File: config.mk
export PLATFORM = sky130hd
export DESIGN_NAME = decode
export DESIGN_NICKNAME = d
export VERILOG_FILES = /design/src/rtl/riscv_pkg.sv /design/src/rtl/imm_gen.sv /design/src/rtl/decode.sv
export SDC_FILE = /design/constraint.sdc
export NUM_CORES = 1
export LEC_CHECK = 0
export BUFFER_PORTS_ARGS = -buffer_cell sky130_fd_sc_hd__buf_2
export CAP_MARGIN = 10
export CELL_PAD_IN_SITES_DETAIL_PLACEMENT = 0
export CELL_PAD_IN_SITES_GLOBAL_PLACEMENT = 2
export CORE_MARGIN = 3
export CORE_UTILIZATION = 31
export DETAILED_ROUTE_END_ITERATION = 12
export PLACE_DENSITY_LB_ADDON = 0.1
export SLEW_MARGIN = 20
export SYNTH_ARGS = -nofsm -noshare
export SYNTH_HDL_FRONTEND = slang
export SYNTH_SLANG_ARGS = --single-unit
File: constraint.sdc
create_clock -name clk -period 2.5 [get_ports clk]
set_clock_uncertainty 0.2 [all_clocks]
set_input_delay 0.5 -clock clk [delete_from_list [all_inputs] [get_ports clk]]
set_output_delay 0.5 -clock clk [all_outputs]
set_load 0.005 [all_outputs]
File: src/rtl/riscv_pkg.sv
// riscv_pkg: shared RV32I opcodes, operation classes, decode FSM states and ID/EX bundle.
package riscv_pkg;
  localparam logic [6:0] OPC_LUI    = 7'b0110111;
  localparam logic [6:0] OPC_AUIPC  = 7'b0010111;
  localparam logic [6:0] OPC_JAL    = 7'b1101111;
  localparam logic [6:0] OPC_JALR   = 7'b1100111;
  localparam logic [6:0] OPC_BRANCH = 7'b1100011;
  localparam logic [6:0] OPC_LOAD   = 7'b0000011;
  localparam logic [6:0] OPC_STORE  = 7'b0100011;
  localparam logic [6:0] OPC_IMM    = 7'b0010011;
  localparam logic [6:0] OPC_REG    = 7'b0110011;

  // OP_NONE is encoded as 0 so an all-zero ID/EX entry reads as the reset value.
  typedef enum logic [3:0] {
    OP_NONE, OP_LUI, OP_AUIPC, OP_JAL, OP_JALR,
    OP_BRANCH, OP_LOAD, OP_STORE, OP_IMM, OP_REG
  } op_e;

  typedef enum logic {DECODE, STALL} dec_state_e;

  typedef struct packed {
    logic        valid;
    op_e         op;
    logic [4:0]  rd;
    logic [4:0]  rs1;
    logic [4:0]  rs2;
    logic [2:0]  funct3;
    logic        funct7b5;
    logic [31:0] imm;
    logic        illegal;
  } id_ex_t;

  function automatic op_e op_of(input logic [6:0] opc);
    return opc == OPC_LUI    ? OP_LUI    :
           opc == OPC_AUIPC  ? OP_AUIPC  :
           opc == OPC_JAL    ? OP_JAL    :
           opc == OPC_JALR   ? OP_JALR   :
           opc == OPC_BRANCH ? OP_BRANCH :
           opc == OPC_LOAD   ? OP_LOAD   :
           opc == OPC_STORE  ? OP_STORE  :
           opc == OPC_IMM    ? OP_IMM    :
           opc == OPC_REG    ? OP_REG    : OP_NONE;
  endfunction
endpackage

File: src/rtl/imm_gen.sv
// imm_gen: sign-extended RV32I immediate for the instruction's format.
//   instr : raw instruction word
//   op    : operation class selecting I/S/B/U/J format
//   imm   : immediate, 0 for R-type and unknown opcodes
module imm_gen
  import riscv_pkg::*;
(
  input  logic [31:0] instr,
  input  op_e         op,
  output logic [31:0] imm
);
  logic [31:0] imm_i, imm_s, imm_b, imm_u, imm_j;
  logic        unused_opc;
  assign unused_opc = ^instr[6:0];
  assign imm_i = {{20{instr[31]}}, instr[31:20]};
  assign imm_s = {{20{instr[31]}}, instr[31:25], instr[11:7]};
  assign imm_b = {{19{instr[31]}}, instr[31], instr[7], instr[30:25], instr[11:8], 1'b0};
  assign imm_u = {instr[31:12], 12'b0};
  assign imm_j = {{11{instr[31]}}, instr[31], instr[19:12], instr[20], instr[30:21], 1'b0};
  assign imm = op inside {OP_JALR, OP_LOAD, OP_IMM} ? imm_i :
               op == OP_STORE                       ? imm_s :
               op == OP_BRANCH                      ? imm_b :
               op inside {OP_LUI, OP_AUIPC}         ? imm_u :
               op == OP_JAL                         ? imm_j : 32'h0;
endmodule

File: src/rtl/decode.sv
// decode: RV32I ID stage with load-use stall and ID/EX pipeline register.
//   clk, rst_n        : clock, asynchronous active-low reset
//   instr_i           : instruction word from fetch (0 = bubble)
//   flush_i           : kill the instruction currently in decode
//   stall_o           : combinational stall request to fetch
//   valid_o .. imm_o  : ID/EX register fields for execute
//   illegal_o         : unrecognised opcode in ID/EX
module decode
  import riscv_pkg::*;
(
  input  logic        clk,
  input  logic        rst_n,
  input  logic [31:0] instr_i,
  input  logic        flush_i,
  output logic        stall_o,
  output logic        valid_o,
  output op_e         op_o,
  output logic [4:0]  rd_o,
  output logic [4:0]  rs1_o,
  output logic [4:0]  rs2_o,
  output logic [2:0]  funct3_o,
  output logic        funct7b5_o,
  output logic [31:0] imm_o,
  output logic        illegal_o
);
  dec_state_e  state_q, state_d;
  logic [31:0] hold_q, cur, imm;
  id_ex_t      idex_q, idex_d, dec;
  op_e         op;
  logic        bubble, use_rs1, use_rs2, hazard;

  // In STALL the held instruction replaces whatever fetch is presenting.
  assign cur = state_q == STALL ? hold_q : instr_i;
  assign op  = op_of(cur[6:0]);

  imm_gen u_imm (.instr(cur), .op(op), .imm(imm));

  always_comb begin
    bubble  = cur == 32'h0;
    use_rs1 = !bubble && !(op inside {OP_LUI, OP_AUIPC, OP_JAL});
    use_rs2 = op inside {OP_REG, OP_STORE, OP_BRANCH};
    dec = '{valid: !bubble, op: op, rd: cur[11:7], rs1: cur[19:15], rs2: cur[24:20],
            funct3: cur[14:12], funct7b5: cur[30], imm: imm,
            illegal: !bubble && op == OP_NONE};
    // A bubble already sits in ID/EX while in STALL, so the state guard is belt and braces.
    hazard = !flush_i && state_q == DECODE && idex_q.valid && idex_q.op == OP_LOAD &&
             idex_q.rd != 5'd0 &&
             ((use_rs1 && cur[19:15] == idex_q.rd) || (use_rs2 && cur[24:20] == idex_q.rd));
    state_d = hazard ? STALL : DECODE;
    idex_d  = (flush_i || hazard) ? '0 : dec;
  end

  always_ff @(posedge clk or negedge rst_n) begin
    if (!rst_n) begin
      state_q <= DECODE;
      hold_q  <= 32'h0;
      idex_q  <= '0;
    end else begin
      state_q <= state_d;
      hold_q  <= flush_i ? 32'h0 : hazard ? instr_i : hold_q;
      idex_q  <= idex_d;
    end
  end

  assign stall_o    = hazard;
  assign valid_o    = idex_q.valid;
  assign op_o       = idex_q.op;
  assign rd_o       = idex_q.rd;
  assign rs1_o      = idex_q.rs1;
  assign rs2_o      = idex_q.rs2;
  assign funct3_o   = idex_q.funct3;
  assign funct7b5_o = idex_q.funct7b5;
  assign imm_o      = idex_q.imm;
  assign illegal_o  = idex_q.illegal;
endmodule

## After elaboration in Yosys (flattened, before gate mapping)

Cells that the tools add are included.

| word-level totals | value |
|---|---|
| input bits | 35 |
| output and inout port bits | 58 |
| flip-flop bits (word level) | 90 |
| logic and storage cells | 74 |

| operators by class | value |
|---|---|
| reductions and logical operators | 22 |
| multiplexer cells | 19 |
| bitwise gates (word level) | 1 |
| equal/unequal tests | 21 |

Operators by type and width:

| operator | count |
|---|---|
| two-way mux 32 bit | 8 |
| two-way mux 57 bit | 1 |
| two-way mux 4 bit | 9 |
| zero test 32 bit | 1 |
| == test 7 x 6 -> 1 bit (second input constant) | 3 |
| == test 7 bit (second input constant) | 3 |
| == test 4 x 3 -> 1 bit (second input constant) | 5 |
| == test 7 x 5 -> 1 bit (second input constant) | 2 |
| == test 5 bit | 2 |
| logical AND 1 bit | 9 |
| nonzero test 3 bit | 3 |
| == test 4 x 2 -> 1 bit (second input constant) | 2 |
| == test 4 bit (second input constant) | 2 |
| == test 7 x 2 -> 1 bit (second input constant) | 1 |
| nonzero test 5 bit | 1 |
| == test 4 x 1 -> 1 bit (second input constant) | 1 |
| zero test 4 bit | 1 |
| nonzero test 2 bit | 2 |
| zero test 1 bit | 3 |
| logical OR 1 bit | 2 |
| two-way mux 1 bit | 1 |
| inverter 1 bit | 1 |

## Longest topological paths before layout

Gate-level depths: netlist (run 1).

| logic depth | value |
|---|---|
| word-level depth | 20 |
| mapped depth | 12 |
| gate-level depth less buffers | 6 |

## Modules after synthesis

Synthesis (run 1) repeated with hierarchy kept, for this count alone.

| second synthesis, totals | value |
|---|---|
| cell total of the unflattened synthesis | 475 |
| area, all modules | 4829.6 um^2 |

Modules (own cells, without submodules):

| module | sequential area each (um^2) | area each (um^2) | instances | cells an instance |
|---|---|---|---|---|
| decode | 2252.2 | 4296.6 | 1 | 403 |
| imm_gen | 0.0 | 533.0 | 1 | 72 |

## Worst setup path before layout (run 1)

No wires, ideal clock.

| path | value |
|---|---|
| path kind | register to output |
| start point | register state_q |
| end point | output stall_o |
| arrival time | 2093 ps |
| path slack | -293 ps |
| cell stages (with the launch flop) | 11 |
| path buffers | 5 |
| data required time | 1800 ps |
| cells stage by stage | dfrtp_1 -> buf_6 -> buf_6 -> buf_6 -> buf_4 -> mux2i_1 -> xnor2_1 -> nor4_1 -> nand3_1 -> clkbuf_1 -> nand2_1 |

| on the way | value |
|---|---|
| cells in the longest elaborated chain, start to end | 18 |
| elaborated cells between the ends (all ways) | 42 |
| classes of those cells | eq/ne (17); mux (10); bitwise (1); reduce/logical (14) |

Ends and longest elaborated chain:

| item | RTL line | RTL |
|---|---|---|
| start: declaration | decode.sv:26 | `dec_state_e state_q, state_d;` |
| start signal: assignment | decode.sv:59 | `state_q <= state_d;` |
| two-way mux 32 bit | decode.sv:33 | `assign cur = state_q == STALL ? hold_q : instr_i;` |
| == test 7 x 6 -> 1 bit | riscv_pkg.sv:42 | `opc == OPC_REG ? OP_REG : OP_NONE;` |
| two-way mux 4 bit | riscv_pkg.sv:42 |  |
| two-way mux 4 bit | riscv_pkg.sv:41 | `opc == OPC_IMM ? OP_IMM :` |
| two-way mux 4 bit | riscv_pkg.sv:40 | `opc == OPC_STORE ? OP_STORE :` |
| two-way mux 4 bit | riscv_pkg.sv:39 | `opc == OPC_LOAD ? OP_LOAD :` |
| two-way mux 4 bit | riscv_pkg.sv:38 | `opc == OPC_BRANCH ? OP_BRANCH :` |
| two-way mux 4 bit | riscv_pkg.sv:37 | `opc == OPC_JALR ? OP_JALR :` |
| [2 not listed] | n/a |  |
| two-way mux 4 bit | riscv_pkg.sv:34 | `return opc == OPC_LUI ? OP_LUI :` |
| == test 4 x 1 -> 1 bit or == test 4 x 2 -> 1 bit (tied branches) | decode.sv:40 | `use_rs1 = !bubble && !(op inside {OP_LUI, OP_AUIPC, OP_JAL});` |
| nonzero test 3 bit | decode.sv:40 |  |
| zero test 1 bit | decode.sv:40 |  |
| logical AND 1 bit | decode.sv:40 |  |
| logical AND 1 bit | decode.sv:48 | `((use_rs1 && cur[19:15] == idex_q.rd) \|\| (use_rs2 && cur[24:20] == idex_q.rd));` |
| logical OR 1 bit | decode.sv:48 |  |
| logical AND 1 bit (*) | decode.sv:47 | `idex_q.rd != 5'd0 &&` |
| end: declaration | decode.sv:15 | `output logic stall_o,` |

Mark *: on every way between the ends. The rest lies on a longest branch, timed or not.

## Worst setup path after layout (run 1)

Ends and elaborated chain as after synthesis.

==> impl.org, run 1 <==
** Run status
- Outcome :: complete, but fails checks
- Violations in the final reports :: setup timing

** Synthesis
- In the synthesized netlist the async set-or-reset flop fraction comes to 1.00.
- Net Count, Synth :: approximately 500
- Netlist area before placement :: approximately 0.0046 mm²
- Synth top area cells :: sky130_fd_sc_hd__dfrtp_1 49%, sky130_fd_sc_hd__a21oi_1 5.4%, sky130_fd_sc_hd__o21ai_0 5.2%
- Among all flip-flop cells after synthesis, the most frequent one is sky130_fd_sc_hd__dfrtp_1.
- Synthesis inferred 90 register bits.
- Of the post-synthesis cell area, the dominant cell type holds 0.495.
- Synth cell types :: 59
- Synth warnings :: 0
- Number of enable-type register cells in the synthesized netlist :: 0
- Post-Synthesis Mean Instance Area :: 9.88 µm²
- Synthesis handed over a netlist of 461 instances.
- Post-synthesis sequential area ratio :: 0.495
- The largest total area in the synthesized netlist belongs to sky130_fd_sc_hd__dfrtp_1.

** Floorplanning
- The floorplan step set the die height to approximately 130 µm.
- For this configuration, the core starts out at a cell density of 0.323.
- The floorplan has 43 rows.
- Core region area :: 0.0141 mm²
- 93 I/O pins were placed.
- Overall die width :: 127 µm
- Die footprint :: ~0.016 mm²

** Routing
- Across all layers, the routed design uses 4,296 vias.
- After detailed routing, the average wire length per cell comes to 19.7 µm.
- # DRC :: 0
- The routed design has 16,300 µm of wire.
- Detail-routed via count per cell :: 5.20
- Iter 0 DRT Violations :: 254
- The detail route stage leaves a number of antenna-violating nets equal to 0.
- The first detailed-routing pass took 4 iterations.

** Worst setup path
- Ordered list of cells on the worst path :: buf_12 > mux2_4 > xor2_1 > nor4_2 > buf_4 > nand4_1 > nand2_2 > buf_6
- The worst register-to-register path ends at imm_o[26]$_DFF_PN0_.
- Setup CP Type :: reg2out
- Data on the critical path arrives at its endpoint at 2320 ps.
- Along the worst path, the maximum fanout reaches 10.
- For this design, the slowest cell found on the critical path is sky130_fd_sc_hd__dfrtp_2.
- Setup slack on the worst reg-to-reg path comes out at -410 ps.
- Largest stage delay on the critical path :: around 470 ps
- Count of buffer and inverter cells on the critical path :: 3
- CP Capture Type :: output port
- Worst path top cell family by delay :: simple AND/OR/NAND/NOR gates
- The worst register-to-register path has a depth of 9.
- Data required time at the worst endpoint :: 1800 ps
- Startpoint Class :: register
- Launching point of the worst reg2reg path :: state_q$_DFF_PN0_

** Global route
- The first global-routing pass estimated between 20,000 and 30,000 µm of wire.
- Via count of the first global-routing pass :: 4,292
- Overall track demand over capacity in global routing :: 0.203
- After global routing the overflow that remains totals 0.
- The number of antenna violations at the first check in global routing is 0.
- Entering global routing, the biggest net connects 39 pins.

** Flow run
- The tool flagged a number of max-cap violations equal to 0.

** Timing
- Time the final worst path needs with I/O delays and setup :: approximately 3000 ps
- Number of pins with negative max-slew slack in the final report :: 0
- Setup repair after global routing could not meet its margin everywhere.
- Final count of hold timing violations :: 0
- Setup TNS :: -23,640 ps
- Setup violations remaining at the end of the flow were counted as 90.
- Based on the critical path, the design can be clocked at up to ~330 MHz.
- For the pin with the worst max-slew slack, the measured transition is 531 ps.
- Post-route setup slack :: -522 ps
- In the finished design, the share of the clock period the worst path needs comes to 1.21.
- The worst pin sits at a relative slew slack of 0.641.

** Clock tree
- The later pin in the worst-skew pair is clocked with a latency of 350 ps.
- In this run the deepest clock path goes through 2 buffers.
- CTS placed an instance of sky130_fd_sc_hd__clkbuf_16 at the clock tree root.
- Number of H-tree levels :: 3
- Clock-pin slew of the registers on the worst-case setup and hold paths :: around 80 ps
- Buffers inserted during clock tree synthesis total 9.
- TritonCTS clock tree :: yes
- CTS saw 90 sinks.

** Final layout
- Of the cells placed in the final design, the portion with a size suffix greater than 1 is 0.447.
- Synth-to-layout area growth :: 46.8%
- Inserted Diodes :: 0
- For this run, the post-layout net count is 676.
- The finished layout holds 826 standard cells, fillers aside.
- Fillcell total :: 1,342

** Min path
- The path with the worst hold slack has its endpoint at hold_q[19]$_DFFE_PN0P_.
- Worst min-delay path class :: in2reg
- In this run the most critical hold path is launched from instr_i[19].
- The worst hold path passes through 3 cells.

** Pwr
- Across the VDD grid, the largest voltage drop is 0.273 mV.
- Power Dens Cells :: 507 mW/mm²
- In this run the static leakage power is a little over 3 nW.

** Placement
- At the end of routability-driven placement, the weighted congestion stood at between 0.8 and 0.9.
- Detailed placement finished with a half-perimeter wire length of 11,500 µm.
- Port buffer count :: 92
- In this run, placement finished with an instance count of 788.
where the power goes:
group	total, mW	internal [mW]	switching (mW)
Combinational	0.417	0.193	0.224
Sequential	1.49	1.48	0.00983
Clock	1.48	0.827	0.657
worst max path at each step:
stage	end	start	cells after the start	slack, ps
2_1_floorplan	stall_o	state_q$_DFF_PN0_	10	-170
3_5_place_dp	imm_o[31]$_DFF_PN0_	instr_i[4]	8	-520
3_3_place_gp	imm_o[31]$_DFF_PN0_	instr_i[4]	10	-420
4_1_cts	stall_o	state_q$_DFF_PN0_	8	-510
6_report	stall_o	state_q$_DFF_PN0_	8	-520
5_1_grt	stall_o	state_q$_DFF_PN0_	8	-630
cell families after synthesis:
logic type / count (synthesis) / synth area share
xor+xnor: 10 / 0.0192
flops: 90 / 0.495
compound gates: 133 / 0.171
mux: 36 / 0.0844
simple gates: 153 / 0.182
buf+inv: 39 / 0.0481
layout make-up:
| cell class | count | area [µm²] | share of cell area |
|---|---|---|---|
| clock inverters | 6 | 78.8 | 0.0118 |
| inverters | 3 | 11.3 | 0.00168 |
| repair buffers | 205 | 1570 | 0.234 |
| flip-flops and latches | 90 | 2250 | 0.337 |
| multi-input cells | 332 | 2310 | 0.346 |
| well taps | 180 | 225 | 0.0337 |
| clock buffers | 10 | 239 | 0.0358 |
worst register-to-register path: cells and delay by family (launching register included):
kind                   cells  cell delay, ps
AND/OR/NAND/NOR            3            1000
buffers and inverters      3             680
AO/OA/AOI/OAI              3             480
flip-flops                 1             470
synthesized netlist by cell type, drive strengths merged (2+ instances only):
library cell and instances:
nand4 3, nand3 35, a211oi 6, a2111oi 2
nand2b 2, mux2i 23, or2 2, mux2 13
a22oi 2, or3 4, nor3b 7, nor2 38
a21o 8, o21ai 47, and3 2, and2 3
a21oi 54, clkbuf 17, or3b 2, o211ai 2
dfrtp 90, xnor2 9, nor2b 4, inv 3
nand2 17, or4 6, nor4 13, nor3 8
buf 19, nand3b 2
layout by cell type (no fill, tap or decap), types with 10 or more instances in the layout:
| cell type | instances |
|---|---|
| sky130_fd_sc_hd__nor2_1 | 34 |
| sky130_fd_sc_hd__mux2i_1 | 19 |
| sky130_fd_sc_hd__a21oi_1 | 40 |
| sky130_fd_sc_hd__buf_4 | 93 |
| sky130_fd_sc_hd__o21ai_1 | 27 |
| sky130_fd_sc_hd__clkbuf_16 | 11 |
| sky130_fd_sc_hd__buf_2 | 90 |
| sky130_fd_sc_hd__nand2_1 | 10 |
| sky130_fd_sc_hd__nand3_1 | 35 |
| sky130_fd_sc_hd__mux2_2 | 11 |
| sky130_fd_sc_hd__a21oi_2 | 14 |
| sky130_fd_sc_hd__dfrtp_1 | 89 |
| sky130_fd_sc_hd__o21ai_0 | 20 |
flip-flops by register name, indices dropped and copies added, names as in the netlist:
name and flops:
op_o 4, funct3_o 3, valid_o 1, rs2_o 5, state_q 1, rs1_o 5, rd_o 5, hold_q 32
funct7b5_o 1, illegal_o 1, imm_o 32
layer usage:
metal  part of all wire  vias up  track usage
li1                   -     2048            -
met1               0.49     2104        0.304
met2               0.44      127        0.300
met3              0.055       17       0.0360
met4              0.015        0       0.0606
met5                  0        -            0
through the flow:
step / total power, mW / hold slack (ps) / worst slack (ps) / utilization / cell area (µm²)
final: 3.39 / 222 / -522 / 0.474 / 6680
after detailed placement: 1.89 / 318 / -522 / 0.416 / 5870
after floorplan: 1.66 / 4.41 / -171 / - / 4680
after global placement: 1.89 / 312 / -423 / 0.416 / 5870
after global routing: 3.51 / 219 / -631 / 0.474 / 6680
after CTS: 3.40 / 212 / -511 / 0.462 / 6510
timing repair:
action                                  CTS  global route
hold buffers                              1             0
pin swaps                                 9            22
cloned                                    4             2
buffers inserted                          7             8
endpoints found under the setup margin   90            90
endpoints found under the hold margin    34             0
resized for setup                        32            44
Note: power is estimated with default switching activity, not from simulation.
==> run 2, diff against run 1 <==
- CORE_UTILIZATION: 31 -> 34
- clock period: 2.5 -> 3.1 ns (I/O delays scaled with it)
==> run 2 against run 1 <==
Effect of this change:
- the run still ends with setup timing left
- clock-buffer cell count did not move
- flip-flop and latch count did not move
- die area fell by 8.4%
- clock power fell by 25%
- setup slack improved by 500 ps
- sequential share of layout area rose by 4.3 points
- sequential power fell by 19%
- power fell by 24%
- final cell count fell by 8.0%
- non-clock buffer count fell by 57
- register-to-register slack improved by 470 ps
==> impl.org, run 2 (synthesis gave the netlist of run 1 again) <==
** Global route
- The total overflow left after global routing is 0.
- The via count of the first global-routing pass is 3,869.
- The number of antenna violations at the first check in global routing came to 0.
- Overall track demand over capacity in global routing :: 0.201
- Entering global routing, the biggest net connects 60 pins.
- The first global-routing pass estimated between 20,000 and 25,000 µm of wire.

** Final layout
- Area used by sequential logic in the layout :: 0.00225 mm²
- After routing the design area is roughly 0.006 mm².
- Most frequent cells in the layout :: 91 x sky130_fd_sc_hd__buf_2, 89 x sky130_fd_sc_hd__dfrtp_1, 51 x sky130_fd_sc_hd__buf_4, 49 x sky130_fd_sc_hd__a21oi_1, 47 x sky130_fd_sc_hd__o21ai_0
- Nets@finish :: 619
- In the final layout, the multi-input gates occupy 0.00218 mm².
- In the final layout, the share of cells above drive strength 1 is 0.349.
- The area growth from synthesis to layout is 30.1%.
- Fillcell total :: 1,301
- 0 antenna diodes ended up in the layout.
- The library cell used most frequently in the layout, excluding fill and tap cells, is sky130_fd_sc_hd__buf_2.

** Pwr
- Switching portion of total power :: 0.242
- The share of total power dissipated in sequential elements is 0.467.
- Power Dens Cells :: roughly 430 mW/mm²
- Cell Int Power :: 1.95 mW
- Reported net switching power :: approximately 620 µW
- VDD sags by at most 0.254 mV.
- The share of total power dissipated in combinational logic is 0.102.
- Of the total power, the clock network draws 0.430.
- Static Leakage :: 2.69 nW

** Floorplanning
- Initial Util :: 0.354
- The die covers 0.0148 mm².
- Core region area :: 0.0129 mm²
- The die is 122 µm wide.
- Measured along the y axis, the die boundary spans around 120 µm.
- Floorplan row count :: between 40 and 50
- 93 I/O pins were placed.

** Timing
- The worst pin sits at a relative slew slack of 0.464.
- The final hold violation count was 0.
- Hold timing on the final database bottoms out at a slack of 159 ps.
- For the pin with the worst max-slew slack, the measured transition is around 800 ps.
- Dividing the final minimum period by the clock period gives 1.01.
- Number of pins with negative max-slew slack in the final report :: 0
- Unrepaired setup endpoints after global routing :: yes
- Time the final worst path needs with I/O delays and setup :: 3120 ps
- Setup violations remaining at the end of the flow were counted as 1.
- Maximum clock frequency :: 321 MHz
- Post-route setup slack :: -17.6 ps

** Flow run
- Total of max-cap violations :: 0

** Placement
- In this run the tool buffered the top-level ports with 92 buffer cells.
- Final HPWL from detailed placement :: 10,800 µm
- At the end of routability-driven placement, the weighted congestion stood at around 0.94.
- The placed instances occupy a cell area of 0.00539 mm².
- OpenSTA, run right after detailed placement, puts the worst setup slack at -36.6 ps.

** Worst setup path
- At the worst endpoint, the required time is 2280 ps.
- The worst setup path is of the reg2out kind.
- Worst setup path start :: state_q$_DFF_PN0_
- Data arrival time of the critical path :: 2300 ps
- In this run the worst setup path terminates at stall_o.
- Worst-path maximum fanout :: 10
- Launching point of the worst reg2reg path :: state_q$_DFF_PN0_
- The worst register-to-register path has a depth of 9.
- Register-to-register setup slack :: roughly 60 ps
- The worst setup path is launched from a register.
- STA classifies the critical path endpoint as an output port.
- Worst flop-to-flop path endpoint :: imm_o[31]$_DFF_PN0_

** Clock tree
- Max clock buf depth :: 2
- TritonCTS created 9 clock buffers.
- TritonCTS built the clock tree.
- For the worst-skew pair, the clock arrives at the later sink with an insertion delay of 340 ps.
- Number of H-tree levels :: 3
- Clock-pin slew of the registers on the worst-case setup and hold paths :: 60 ps
- Counting every sink on the clock net gives 90.
- Clock root buffer :: sky130_fd_sc_hd__clkbuf_16

** Min path
- Worst min-delay path class :: in2async

** Routing
- First-pass iteration count of the detailed router :: 5
- The final layout contains routed wiring with a total length of 14,700 µm.
- # DRC :: 0
- After detailed routing, the number of vias per cell comes to 5.30.
- Total via count after detailed routing :: 4,030
- Post-detailed-route count of antenna-violating nets :: 0
- In the final routed layout, each cell accounts on average for 19.4 µm.
- For this block, the initial DRC count from the detailed router was 316.

** Run status
- The run finished, with violations left.
- The checks that failed: setup timing.
[run 2: what timing repair did]
item,4_1_cts,5_1_grt
hold buffers,0,0
setup endpoints to repair,1,2
pin swaps,4,7
setup buffers,4,8
gates resized for setup,14,13
cloned,0,1
[run 2: how the worst min path moves through the flow]
| stage | startpoint | endpoint | slack [ps] | cells past startpoint |
|---|---|---|---|---|
| floorplan | rst_n | funct3_o[0]$_DFF_PN0_ | 120 | 0 |
| global placement | hold_q[18]$_DFFE_PN0P_ | hold_q[18]$_DFFE_PN0P_ | 320 | 2 |
| detailed placement | hold_q[18]$_DFFE_PN0P_ | hold_q[18]$_DFFE_PN0P_ | 320 | 2 |
| CTS | rst_n | rs2_o[0]$_DFF_PN0_ | 200 | 1 |
| global route | rst_n | op_o[3]$_DFF_PN0_ | 200 | 1 |
| finish | rst_n | hold_q[19]$_DFFE_PN0P_ | 160 | 1 |
[run 2: power groups by stage]
stage | combinational, mW | clock (mW) | sequential [mW]
floorplan | 0.102 | 0 | 1.23
global placement | 0.252 | 0 | 1.22
detailed placement | 0.252 | 0 | 1.22
CTS | 0.257 | 1.14 | 1.20
global route | 0.290 | 1.20 | 1.20
finish | 0.263 | 1.11 | 1.20
[run 2: through the flow]
stage / power (mW) / util / instances / TNS, ps
CTS: 2.60 / 0.449 / 751 / 0
finish: 2.57 / 0.460 / 760 / -17.6
detailed placement: 1.48 / 0.418 / 732 / -67.6
global route: 2.69 / 0.460 / 760 / -98.6
floorplan: 1.33 / - / 461 / 0
global placement: 1.48 / 0.418 / 732 / -155
[run 2: routing by layer]
layer	track usage	up-vias	wire length [µm]
li1	-	1921	-
met1	0.309	1976	7160
met2	0.293	120	6590
met3	0.0311	13	763
met4	0.0574	0	197
met5	0	-	0
[run 2: final cells by class]
cell class	instances	area share
Clock buffer	10	0.0404
Inverter	3	0.00190
Sequential cell	90	0.381
Tap cell	172	0.0363
Clock inverter	5	0.0104
Timing Repair Buffer	148	0.162
Multi-Input combinational cell	332	0.369
[run 2: critical path, cell delays in order (launching register included)]
cell,delay [ps]
sky130_fd_sc_hd__dfrtp_2,480
sky130_fd_sc_hd__buf_12,170
sky130_fd_sc_hd__mux2_4,300
sky130_fd_sc_hd__buf_4,160
sky130_fd_sc_hd__and3_1,140
sky130_fd_sc_hd__o211ai_1,260
sky130_fd_sc_hd__nand3_1,180
sky130_fd_sc_hd__nand2_2,150
sky130_fd_sc_hd__buf_2,120
